$ cat src/rtl/ctrl_pkg.sv
// Shared encodings for the multicycle controller:
// FSM states, mux selects and instruction op classes.
package ctrl_pkg;

  typedef enum logic [3:0] {
    FETCH    = 4'd0,
    DECODE   = 4'd1,
    MEMADDR  = 4'd2,
    EXECR    = 4'd3,
    EXECI    = 4'd4,
    EXECM    = 4'd5,
    BRANCH   = 4'd6,
    MEMREAD  = 4'd7,
    MEMWRITE = 4'd8,
    ALUWB    = 4'd9,
    MEMWB    = 4'd10
  } state_t;

  localparam logic [1:0] RES_ALUOUT = 2'b00;
  localparam logic [1:0] RES_MEM    = 2'b01;
  localparam logic [1:0] RES_ALU    = 2'b10;
  localparam logic [1:0] RES_MUL    = 2'b11;

  localparam logic [1:0] SRCB_REG  = 2'b00;
  localparam logic [1:0] SRCB_IMM  = 2'b01;
  localparam logic [1:0] SRCB_FOUR = 2'b10;

  localparam logic [1:0] OP_DP  = 2'b00;
  localparam logic [1:0] OP_MEM = 2'b01;
  localparam logic [1:0] OP_BR  = 2'b10;
  localparam logic [1:0] OP_UND = 2'b11;

endpackage

$ cat src/rtl/multicycle_ctrl_counter.sv
// Cycle counter shared by the multiply and memory-wait paths;
// the two never run in the same state.
module ctrl_cycle_counter #(
  parameter int CNT_W = 5
) (
  input  logic             clk,
  input  logic             reset,
  input  logic             clr,
  input  logic             en,
  input  logic [CNT_W-1:0] term,
  output logic [CNT_W-1:0] cnt,
  output logic             done
);

  always_ff @(posedge clk) begin
    if (reset || clr)
      cnt <= '0;
    else if (en)
      cnt <= cnt + 1'b1;
  end

  assign done = (cnt == term);

endmodule

$ cat src/rtl/multicycle_ctrl.sv
// Multicycle control FSM for the ARM-subset datapath with
// variable-latency memory, wait timeout and multi-cycle multiply.
module multicycle_ctrl
  import ctrl_pkg::*;
#(
  parameter int MUL_CYCLES   = 3,
  parameter int WAIT_TIMEOUT = 16,
  parameter int CNT_W        = 5
) (
  input  logic       clk,
  input  logic       reset,
  input  logic [1:0] op,
  input  logic [5:0] funct,
  input  logic       mul_flag,
  input  logic       cond_ex,
  input  logic       mem_ready,
  output logic       mem_req,
  output logic       mem_w,
  output logic       adr_src,
  output logic       ir_write,
  output logic       pc_write,
  output logic       branch,
  output logic       link,
  output logic       reg_w,
  output logic       alu_src_a,
  output logic [1:0] alu_src_b,
  output logic       alu_op,
  output logic [1:0] result_src,
  output logic       mul_start,
  output logic       bus_err,
  output logic       undef,
  output logic [3:0] state_o
);

  localparam logic [CNT_W-1:0] MUL_TERM = CNT_W'(MUL_CYCLES - 1);
  localparam logic [CNT_W-1:0] TO_TERM  = CNT_W'(WAIT_TIMEOUT - 1);
  localparam bit               TO_EN    = (WAIT_TIMEOUT > 0);

  state_t           state;
  state_t           nxt;
  logic             mul_pending;
  logic [CNT_W-1:0] cnt;
  logic [CNT_W-1:0] term;
  logic             cnt_done;
  logic             cnt_en;
  logic             cnt_clr;
  logic             wait_st;
  logic             timeout;
  logic             unused_funct;

  assign unused_funct = ^funct[3:1];

  ctrl_cycle_counter #(.CNT_W(CNT_W)) u_cnt (
    .clk   (clk),
    .reset (reset),
    .clr   (cnt_clr),
    .en    (cnt_en),
    .term  (term),
    .cnt   (cnt),
    .done  (cnt_done)
  );

  always_ff @(posedge clk) begin
    if (reset) begin
      state       <= FETCH;
      mul_pending <= 1'b0;
    end else begin
      state <= nxt;
      if (state == EXECM && cnt_done)
        mul_pending <= 1'b1;
      else if (state == ALUWB)
        mul_pending <= 1'b0;
    end
  end

  assign wait_st = (state == FETCH) ||
                   (state == MEMREAD) ||
                   (state == MEMWRITE);
  assign term    = (state == EXECM) ? MUL_TERM : TO_TERM;
  assign timeout = TO_EN && wait_st && cnt_done && !mem_ready;
  assign state_o = state;

  always_comb begin
    nxt        = state;
    mem_req    = 1'b0;
    mem_w      = 1'b0;
    adr_src    = 1'b0;
    ir_write   = 1'b0;
    pc_write   = 1'b0;
    branch     = 1'b0;
    link       = 1'b0;
    reg_w      = 1'b0;
    alu_src_a  = 1'b0;
    alu_src_b  = SRCB_REG;
    alu_op     = 1'b0;
    result_src = RES_ALUOUT;
    mul_start  = 1'b0;
    bus_err    = 1'b0;
    undef      = 1'b0;
    case (state)
      FETCH: begin
        mem_req    = 1'b1;
        alu_src_a  = 1'b1;
        alu_src_b  = SRCB_FOUR;
        result_src = RES_ALU;
        if (mem_ready) begin
          ir_write = 1'b1;
          pc_write = 1'b1;
          nxt      = DECODE;
        end
      end
      DECODE: begin
        alu_src_a = 1'b1;
        alu_src_b = SRCB_FOUR;
        if (!cond_ex)
          nxt = FETCH;
        else if (op == OP_UND) begin
          undef = 1'b1;
          nxt   = FETCH;
        end else if (op == OP_MEM)
          nxt = MEMADDR;
        else if (op == OP_BR)
          nxt = BRANCH;
        else if (!funct[5] && mul_flag)
          nxt = EXECM;
        else if (!funct[5])
          nxt = EXECR;
        else
          nxt = EXECI;
      end
      MEMADDR: begin
        alu_src_b = SRCB_IMM;
        nxt = funct[0] ? MEMREAD : MEMWRITE;
      end
      EXECR: begin
        alu_op = 1'b1;
        nxt    = ALUWB;
      end
      EXECI: begin
        alu_op    = 1'b1;
        alu_src_b = SRCB_IMM;
        nxt       = ALUWB;
      end
      EXECM: begin
        mul_start = (cnt == '0);
        if (cnt_done)
          nxt = ALUWB;
      end
      ALUWB: begin
        reg_w      = 1'b1;
        result_src = mul_pending ? RES_MUL : RES_ALUOUT;
        nxt        = FETCH;
      end
      BRANCH: begin
        branch     = 1'b1;
        link       = funct[4];
        alu_src_b  = SRCB_IMM;
        result_src = RES_ALU;
        nxt        = FETCH;
      end
      MEMREAD: begin
        mem_req = 1'b1;
        adr_src = 1'b1;
        if (mem_ready)
          nxt = MEMWB;
      end
      MEMWRITE: begin
        mem_req = 1'b1;
        mem_w   = 1'b1;
        adr_src = 1'b1;
        if (mem_ready)
          nxt = FETCH;
      end
      MEMWB: begin
        reg_w      = 1'b1;
        result_src = RES_MEM;
        nxt        = FETCH;
      end
      default: nxt = FETCH;
    endcase

    // Timeout overrides the stay-and-wait path; mem_ready already won above
    if (timeout) begin
      bus_err = 1'b1;
      nxt     = FETCH;
    end

    cnt_en  = (state == EXECM) || (wait_st && TO_EN);
    cnt_clr = (nxt != state) || timeout;

    if (reset) begin
      mem_req    = 1'b0;
      mem_w      = 1'b0;
      adr_src    = 1'b0;
      ir_write   = 1'b0;
      pc_write   = 1'b0;
      branch     = 1'b0;
      link       = 1'b0;
      reg_w      = 1'b0;
      alu_src_a  = 1'b0;
      alu_src_b  = SRCB_REG;
      alu_op     = 1'b0;
      result_src = RES_ALUOUT;
      mul_start  = 1'b0;
      bus_err    = 1'b0;
      undef      = 1'b0;
    end
  end

endmodule

$ cat config.mk
export PLATFORM = sky130hd
export DESIGN_NAME = multicycle_ctrl
export DESIGN_NICKNAME = d
export VERILOG_FILES = /design/src/rtl/ctrl_pkg.sv /design/src/rtl/multicycle_ctrl_counter.sv /design/src/rtl/multicycle_ctrl.sv
export SDC_FILE = /design/constraint.sdc
export NUM_CORES = 1
export LEC_CHECK = 0
export ABC_AREA = 0
export CORE_ASPECT_RATIO = 0.9
export CORE_MARGIN = 5
export CORE_UTILIZATION = 49
export CTS_CLUSTER_SIZE = 20
export DETAILED_ROUTE_END_ITERATION = 12
export MAX_ROUTING_LAYER = met4
export PLACE_DENSITY = 0.83
export SYNTH_ARGS = -nofsm -noshare
export SYNTH_HDL_FRONTEND = slang
export SYNTH_HIERARCHICAL = 1
export SYNTH_SLANG_ARGS = --single-unit
$ cat constraint.sdc
create_clock -name clk -period 6 [get_ports clk]
set_clock_uncertainty 0.15 [all_clocks]
set_input_delay 0.6 -clock clk [delete_from_list [all_inputs] [get_ports clk]]
set_output_delay 0.6 -clock clk [all_outputs]
set_load 0.005 [all_outputs]
==> impl_metrics.tcl <==
set metrics [dict create \
    worst_setup_hold_path_clk_slew_ns 0.06 \
    yosysTopAreaCellShare_pct 19.80 \
    synth-seq-cells 10 \
    synth_nets 159 \
    ir_drop_mv 0.1623 \
    antenna_found_initial 0 \
    drive_gt1_share_pct 3.593 \
    start_kind "flip-flop" \
    yosysTopAreaCell "dfxtp_1" \
    clk_latency_ns 0.26 \
    max_freq_ghz 0.2454 \
    worstReg2RegStart "state_o[0]" \
    cts_tree "built" \
    yosysMostFrequentCell "nor3_1" \
    routed_wl_um 2977 \
    crit_path_end_kind "output pin" \
    yosysWarnings 6 \
    fill_cells 174 \
    hold_depth 2 \
    post_cts_resized 0 \
    crit_arrival_ns 3.32 \
    synth-async-reset-ratio_pct 0 \
    tns_ns 0 \
    worstPathRequired_ns 5.25 \
    first_global_vias 1062 \
    drtIter0Drc 49 \
    fin_crit_sh_pct 67.91 \
    routed-via-count 1183 \
    nNetsFinal 183 \
    die_area_um2 3073 \
    die_w_um 57.88 \
    slew_viol_final 0 \
    synth_area_um2 1011 \
    die_y_um 53.09 \
    status "completed" \
    grt.met3_usage_pct 3.902 \
    synth_cell_types 46 \
    ys.flop_type "dfxtp_1" \
    synthCells 145 \
    vias_per_cell 6.161 \
    hold_viol_final 0 \
    fin_crit_ns 4.075 \
    portBuffers 30 \
    reg2reg_depth 11 \
    htree_levels 1 \
    setup_violations 0 \
    place_congestion 0.9096 \
    synthTopCellsByArea "dfxtp_1, nor3_1, a21oi_1" \
    drt_first_pass_iters 4 \
    avgSynthCellArea_um2 6.972 \
    use_met2_pct 34.96 \
    root_buffer "clkbuf_4" \
    power_density_nw_per_um2 160.3 \
    drv_cap 0 \
    grt_use_met1_pct 24.75 \
    cts_setup_buffers 0 \
    grt_usage_pct 20.30 \
    relSlewSlack_pct 51.00 \
    power.leakage_nw 0.4266 \
    drc 0 \
    ys_seq_area_share_pct 19.80 \
    yosys-top-cells-count "nor3_1, a21oi_1, nor2_1, dfxtp_1, nand2_1" \
    worst_slew_pin_slew_ns 0.7327 \
    pin_count 34 \
    synth_enable_flop_cells 0 \
    grt_start_max_net_pins 24 \
    initial_core_util_pct 52.30 \
    dpl_cell_area_um2 1280 \
    diodes 0 \
    dpl.hpwl_um 2164 \
    min_path_type "reg -> reg" \
    cts_buffers 3 \
    path_class "reg -> out" \
    clock_sinks 10 \
    total_power_mw 0.2087 \
    hold_start "mul_pending" \
    cts_max_path_buffers 2 \
    syn_to_final_growth_pct 28.84 \
    grt_pass1_wl_um 4788 \
    busiest_layer "met2" \
    crit_fanout 23 \
    whs_endpoint "mul_pending" \
    rows 15 \
    rsz0062_at_grt "false" \
    crit-reg2reg-capture "u_cnt/cnt[3]" \
    r2r_slack_ns 2.27 \
    ant_nets 0 \
    gr-total-overflow 0 \
    cts-hold-fix-buffers 0 \
    wl_per_cell_um 15.51 \
    core_area_um2 1933 \
    fin_area_um2 1303 \
]
## cells in the final DEF (no fill, tap or decap), drive strengths merged, types with 2 or more instances in the layout
cell and count:
a21oi 13, and3 2, clkbuf 3, clkdlybuf4s50 30
conb 2, dfxtp 10, inv 3, nand2 10
nand2b 5, nand3 6, nand4 3, nor2 11
nor2b 5, nor3 17, nor4 4, nor4b 2
o21a 2, o21ai 3, o22ai 2, or3 3
or3b 3, xnor2 4, xor2 5
## how the worst max path moves through the flow
stage,cells after the start,endpoint,from,slack (ns)
finish,8,bus_err,state_o[0],1.93
CTS,8,bus_err,state_o[0],1.99
global route,8,bus_err,state_o[0],1.70
floorplan,12,u_cnt/cnt[0],state_o[2],3.12
global placement,8,bus_err,state_o[0],2.37
detailed placement,8,bus_err,state_o[0],2.28
## per-layer routing
layer	wire [um]	part of all wire (%)
met1	1302	44
met2	1447	49
met3	203	6.8
met4	24	0.81
met5	0	0
## report_power, final
| part | internal (mW) | switching, mW | total [mW] |
|---|---|---|---|
| Clock | 0.0230 | 0.0206 | 0.0436 |
| Sequential | 0.0708 | 0.0138 | 0.0847 |
| Combinational | 0.0399 | 0.0406 | 0.0805 |
## per-stage QoR
step / hold slack, ns / cells / worst slack, ns / utilization, %
after floorplan: 0.3414 / 145 / 3.116 / -
after global placement: 0.3731 / 189 / 2.373 / 66.21
after detailed placement: 0.3957 / 189 / 2.276 / 66.21
after CTS: 0.4144 / 192 / 1.991 / 67.38
after global routing: 0.4733 / 192 / 1.705 / 67.38
final: 0.4088 / 192 / 1.925 / 67.38
## sequential cells by signal (all words and copies together), names as in the netlist
signal and cells:
u_cnt/cnt 5, mul_pending 1, state_o 4
## worst max-delay path: stages (launching register included)
cell and delay, ns:
dfxtp_1 0.75, and2b_1 0.35, nand3_1 0.23, xnor2_1 0.25, nand3_1 0.10, nor3_1 0.52, nand2b_1 0.20, nor2b_1 0.16
clkdlybuf4s50_1 0.51
## cell families (layout without fill, tap and decap cells)
kind of cell,count (synthesis),after routing,synth area share [%]
adder cells (fa/ha/maj),1,1,1.237
other,2,2,0.7429
flip-flops,10,10,19.80
XOR/XNOR,9,9,7.796
multiplexers,1,1,0.9901
AND/OR/NAND/NOR,77,77,41.46
buffers and inverters,14,36,7.301
AO/OA/AOI/OAI,31,31,20.67
## cell type report
| class | count | area (um2) | area share (%) |
|---|---|---|---|
| Timing Repair Buffer | 30 | 300.3 | 23.05 |
| Inverter | 3 | 11.26 | 0.8646 |
| Tap cell | 25 | 31.28 | 2.402 |
| Clock buffer | 3 | 22.52 | 1.729 |
| Sequential cell | 10 | 200.2 | 15.37 |
| Multi-Input combinational cell | 121 | 737.0 | 56.58 |
Note: power is estimated with default switching activity, not from simulation.
==> variant 1 (same settings) <==
Make the reset (`reset`) asynchronous in one clocked block.
--- a/src/rtl/multicycle_ctrl.sv
+++ b/src/rtl/multicycle_ctrl.sv
@@ -62,3 +62,3 @@
 
-  always_ff @(posedge clk) begin
+  always_ff @(posedge clk or posedge reset) begin
     if (reset) begin
Function: differs if reset is asserted again (counterexample within 4 cycles, from zero or initial values and one cycle with reset high); with reset held inactive, the same outputs for 10 cycles.
==> variant 1 against the unedited design <==
  * Design area down 0.96%
  * Sequential cell count unchanged
  * Via count fell by 11%
  * Setup slack better by 0.18 ns
  * Critical path type unchanged
  * Synthesized area down 2.4%
  * Wire length decreased by 16%
Power is not compared: it rests on default switching activity, and its combinational part moved more than twofold at a synthesized area within 25%.
==> variant 1: results (changes against the unedited design) <==
Hold/Removal Path Class = reg2reg
Post-synth top cells = nand2_1, nor2_1, nor3_1
Tot GR Track Use = 0.177 (-0.0257)
DRT Pass-1 Iters = 4 (unchanged)
Worst hold start = mul_pending
Total Wirelength = 2.51 mm (-16%)
Dpl cell area = 1250 um^2 (-2.1%)
Least-Margin Pin Slew = 0.658 ns (-0.0745 ns)
Cell family with most CP delay = simple AND/OR/NAND/NOR gates
TritonCTS Buffers = 3 (unchanged)
Fraction of area in multi-input gates = 0.537 (-0.0285)
Internal reg-to-reg setup slack = 2.56 ns (+0.29 ns)
VDD IR-drop max = 0.246 mV
Multi-input logic cell count = 109 (-9.9%)
Clock Tree Buf Depth = 2 (unchanged)
Buffers excl. clock = 30 (unchanged)
R2R Path Start = state_o[0]
WHS Endpoint = mul_pending
Largest net degree at the start of global routing = 25 (+4.2%)
Crit-path max cell delay = 0.76 ns
Clock-cell share = 0.0281 (+0.0108)
Post-synth ARST share = 0.500 (+0.500)
Cell depth of the worst hold path = 2 (unchanged)
Register area share after synthesis = 0.228 (+0.0301)
Outcome = finished, final reports clean
Dominant cells by area after synthesis = dfrtp_1, dfxtp_1, nor3_1
Nature of the critical path startpoint = flop
Drt initial violations = 22 (-55%)
Finished Core Util = 0.674 (about the same)
Fraction of area in non-clock buffers = 0.233 (+0.00224)
WP data arrival = 3.14 ns (-0.18 ns)
Syn Nets = 145 (-8.8%)
Root Buffer = clkbuf_4
Fillers = 184 (+5.7%)
Post-cts gate resize count = 0 (unchanged)
First-pass GRT wire length = 4.18 mm (-13%)
Sequential cell area share = 0.175 (+0.0209)
Initial antenna violation count = 0 (unchanged)
Top reg by flops = u_cnt/cnt
Yosys warns = 6 (unchanged)
Final Net Count = 169 (-7.7%)
Count of clock buffers in the final design = 4 (+1)
Crit path max fanout = 24 (+4.3%)
# diodes = 0 (unchanged)
Reg2reg path depth = 9 (-2)
Library cells used by synthesis = 50 (+8.7%)
Via count = 1055 (-11%)
P_leak = 0.456 nW
Inverters = 1 (-2)
Critical R2R Capture = u_cnt/cnt[0]
Worst Setup EP = bus_err
Vias in the first global route = 977 (-8.0%)
Setup bufs post-CTS = 0 (unchanged)
Layout cells sized above 1 = 0.0584 (+0.0225)
Post-DP HPWL = 1.89 mm (-13%)
CP max-delay cell = dfrtp_1
Clk_lat worst skew = 0.28 ns (+0.02 ns)
Count of input and output buffers = 30 (unchanged)
GPL Wtd Cong = 0.836 (-8.1%)
[variant 1: logic make-up after synthesis]
| kind of cell | share of synthesized area |
|---|---|
| and+or+nand+nor | 0.417 |
| DFF | 0.228 |
| muxes | 0.0215 |
| other | 0.00761 |
| AOI/OAI and AO/OA | 0.164 |
| buffers and inverters | 0.0697 |
| adders and majority gates | 0.0127 |
| xor gates and xnor gates | 0.0798 |
[variant 1: through the flow]
step                      worst slack (ns)  power [mW]  cells  hold slack, ns
after global placement                2.46       0.409    175           0.353
after detailed placement              2.34       0.420    175           0.373
final                                 2.11       0.481    179           0.384
after floorplan                       3.41       0.330    131           0.323
after CTS                             2.02       0.484    179           0.392
after global routing                  1.83       0.523    179           0.428
[variant 1: per-layer routing]
metal	track usage	part of all wire
met1	0.195	0.44
met2	0.338	0.49
met3	0.0369	0.071
met4	0.0232	0.0040
met5	-	0
==> variant 2 (config.mk and constraints unchanged) <==
Without the edit above. `CNT_W` is set to 5 in 2 places; all go to 7.
--- a/src/rtl/multicycle_ctrl_counter.sv
+++ b/src/rtl/multicycle_ctrl_counter.sv
@@ -3,3 +3,3 @@
 module ctrl_cycle_counter #(
-  parameter int CNT_W = 5
+  parameter int CNT_W = 7
 ) (
--- a/src/rtl/multicycle_ctrl.sv
+++ b/src/rtl/multicycle_ctrl.sv
@@ -7,3 +7,3 @@
   parameter int WAIT_TIMEOUT = 16,
-  parameter int CNT_W        = 5
+  parameter int CNT_W        = 7
 ) (
Behaviour: same outputs for any inputs over 10 cycles, from zero or initial values and one cycle with reset high; that may be too few to reach the edited logic, so the function may still have changed.
==> variant 2 against the unedited design <==
  * Sequential cell count increased by 2
  * Die area increased by 4.4%
  * Wire length decreased by 7.1%
  * Total power increased by 17%
  * Design area increased by 6.4%
  * Final cell count increased by 7.3%
  * Largest cell class unchanged
  * Critical path depth increased by 5
  * Sequential share of layout area increased by 2.0 points
  * Critical endpoint is now u_cnt/cnt[6]
  * Setup slack improved by 0.037 ns
  * Synthesized area increased by 5.3%
  * Global-route usage decreased by 0.81 points
==> variant 2: results (changes against the unedited design) <==
Final Non-Filler Cells = 206 (+7.3%)
Outcome = finished, final reports clean
Layout cells sized above 1 = 0.0615 (+0.0255)
Worst hold slack = 0.372 ns (-0.0366 ns)
Max Transition Viols Final = 0 (unchanged)
Antenna viol nets, final = 0 (unchanged)
Via count = 1186 (+0.25%)
Internal reg-to-reg setup slack = 1.96 ns (-0.31 ns)
Power Combinational = 0.0827 mW (+2.7%)
Max reg flops = 7 (+2)
Drt initial violations = 33 (-33%)
Post-synthesis adder-cell area fraction = 0.0118 (-0.000625)
Multi-input logic area = 768 um^2 (+4.2%)
Switching Share = 0.330 (-0.0289)
Setup bufs post-CTS = 0 (unchanged)
Register area share after synthesis = 0.226 (+0.0276)
Worst Setup EP = u_cnt/cnt[6]
Worst hold start = u_cnt/cnt[6]
Worst slack, placed = 2.07 ns (-0.201 ns)
Post-DP HPWL = 2.15 mm (-0.67%)
Reg2reg path depth = 13 (+2)
Post-synth top cells = nor2_1, nand2_1, a21oi_1, dfxtp_1, o21ai_0
P_leak = 0.489 nW (+15%)
Sw power = 0.0803 mW (+7.2%)
Crit-path max cell delay = 0.65 ns (-0.10 ns)
Tot GR Track Use = 0.195 (-0.00813)
Final min period = 4.04 ns (-0.0366 ns)
Crit. Startpoint = state_o[0]
Final Net Count = 194 (+6.0%)
Compound-gate portion of the synthesized area = 0.193 (-0.0140)
Dominant cells by area after synthesis = dfxtp_1, nor2_1, xnor2_1
Wire per inst = 13.4 um (-13%)
First-pass GRT wire length = 4.66 mm (-2.6%)
Mapped Cells = 155 (+6.9%)
VDD IR-drop max = 0.180 mV (+11%)
Mux share of post-synthesis cell area = 0.0200 (+0.0101)
XOR/XNOR Fraction of Synth Area = 0.107 (+0.0290)
Least-Margin Pin Slew = 0.680 ns (-0.0532 ns)
TritonCTS Buffers = 3 (unchanged)
GPL Wtd Cong = 0.807 (-11%)
WP data arrival = 4.09 ns (+0.77 ns)
Fillers = 208 (+20%)
Flop+latch power = 0.0966 mW (+14%)
Placed cells = 202 (+6.9%)
Crit path max fanout = 17 (-26%)
Library cells used by synthesis = 43 (-6.5%)
Vias in the first global route = 1084 (+2.1%)
R2R Path Start = state_o[0]
Dpl cell area = 1350 um^2 (+5.5%)
## variant 2: metal layers
| metal | vias to the layer above | part of all wire | global-route usage |
|---|---|---|---|
| li1 | 592 | - | - |
| met1 | 549 | 0.41 | 0.219 |
| met2 | 41 | 0.50 | 0.342 |
| met3 | 4 | 0.074 | 0.0236 |
| met4 | 0 | 0.010 | 0.102 |
| met5 | - | 0 | - |
## variant 2: area by class of cell
| class | count | area share |
|---|---|---|
| clock buffers | 4 | 0.0262 |
| inverters | 2 | 0.00542 |
| multi-input cells | 131 | 0.554 |
| flip-flops and latches | 12 | 0.173 |
| well taps | 27 | 0.0244 |
| repair buffers | 30 | 0.217 |
## variant 2: worst min-delay path by stage
stage / to / cells after the start
4_1_cts: mul_pending / 2
3_3_place_gp: mul_pending / 2
2_1_floorplan: mul_pending / 2
3_5_place_dp: mul_pending / 2
6_report: u_cnt/cnt[6] / 2
5_1_grt: u_cnt/cnt[5] / 2
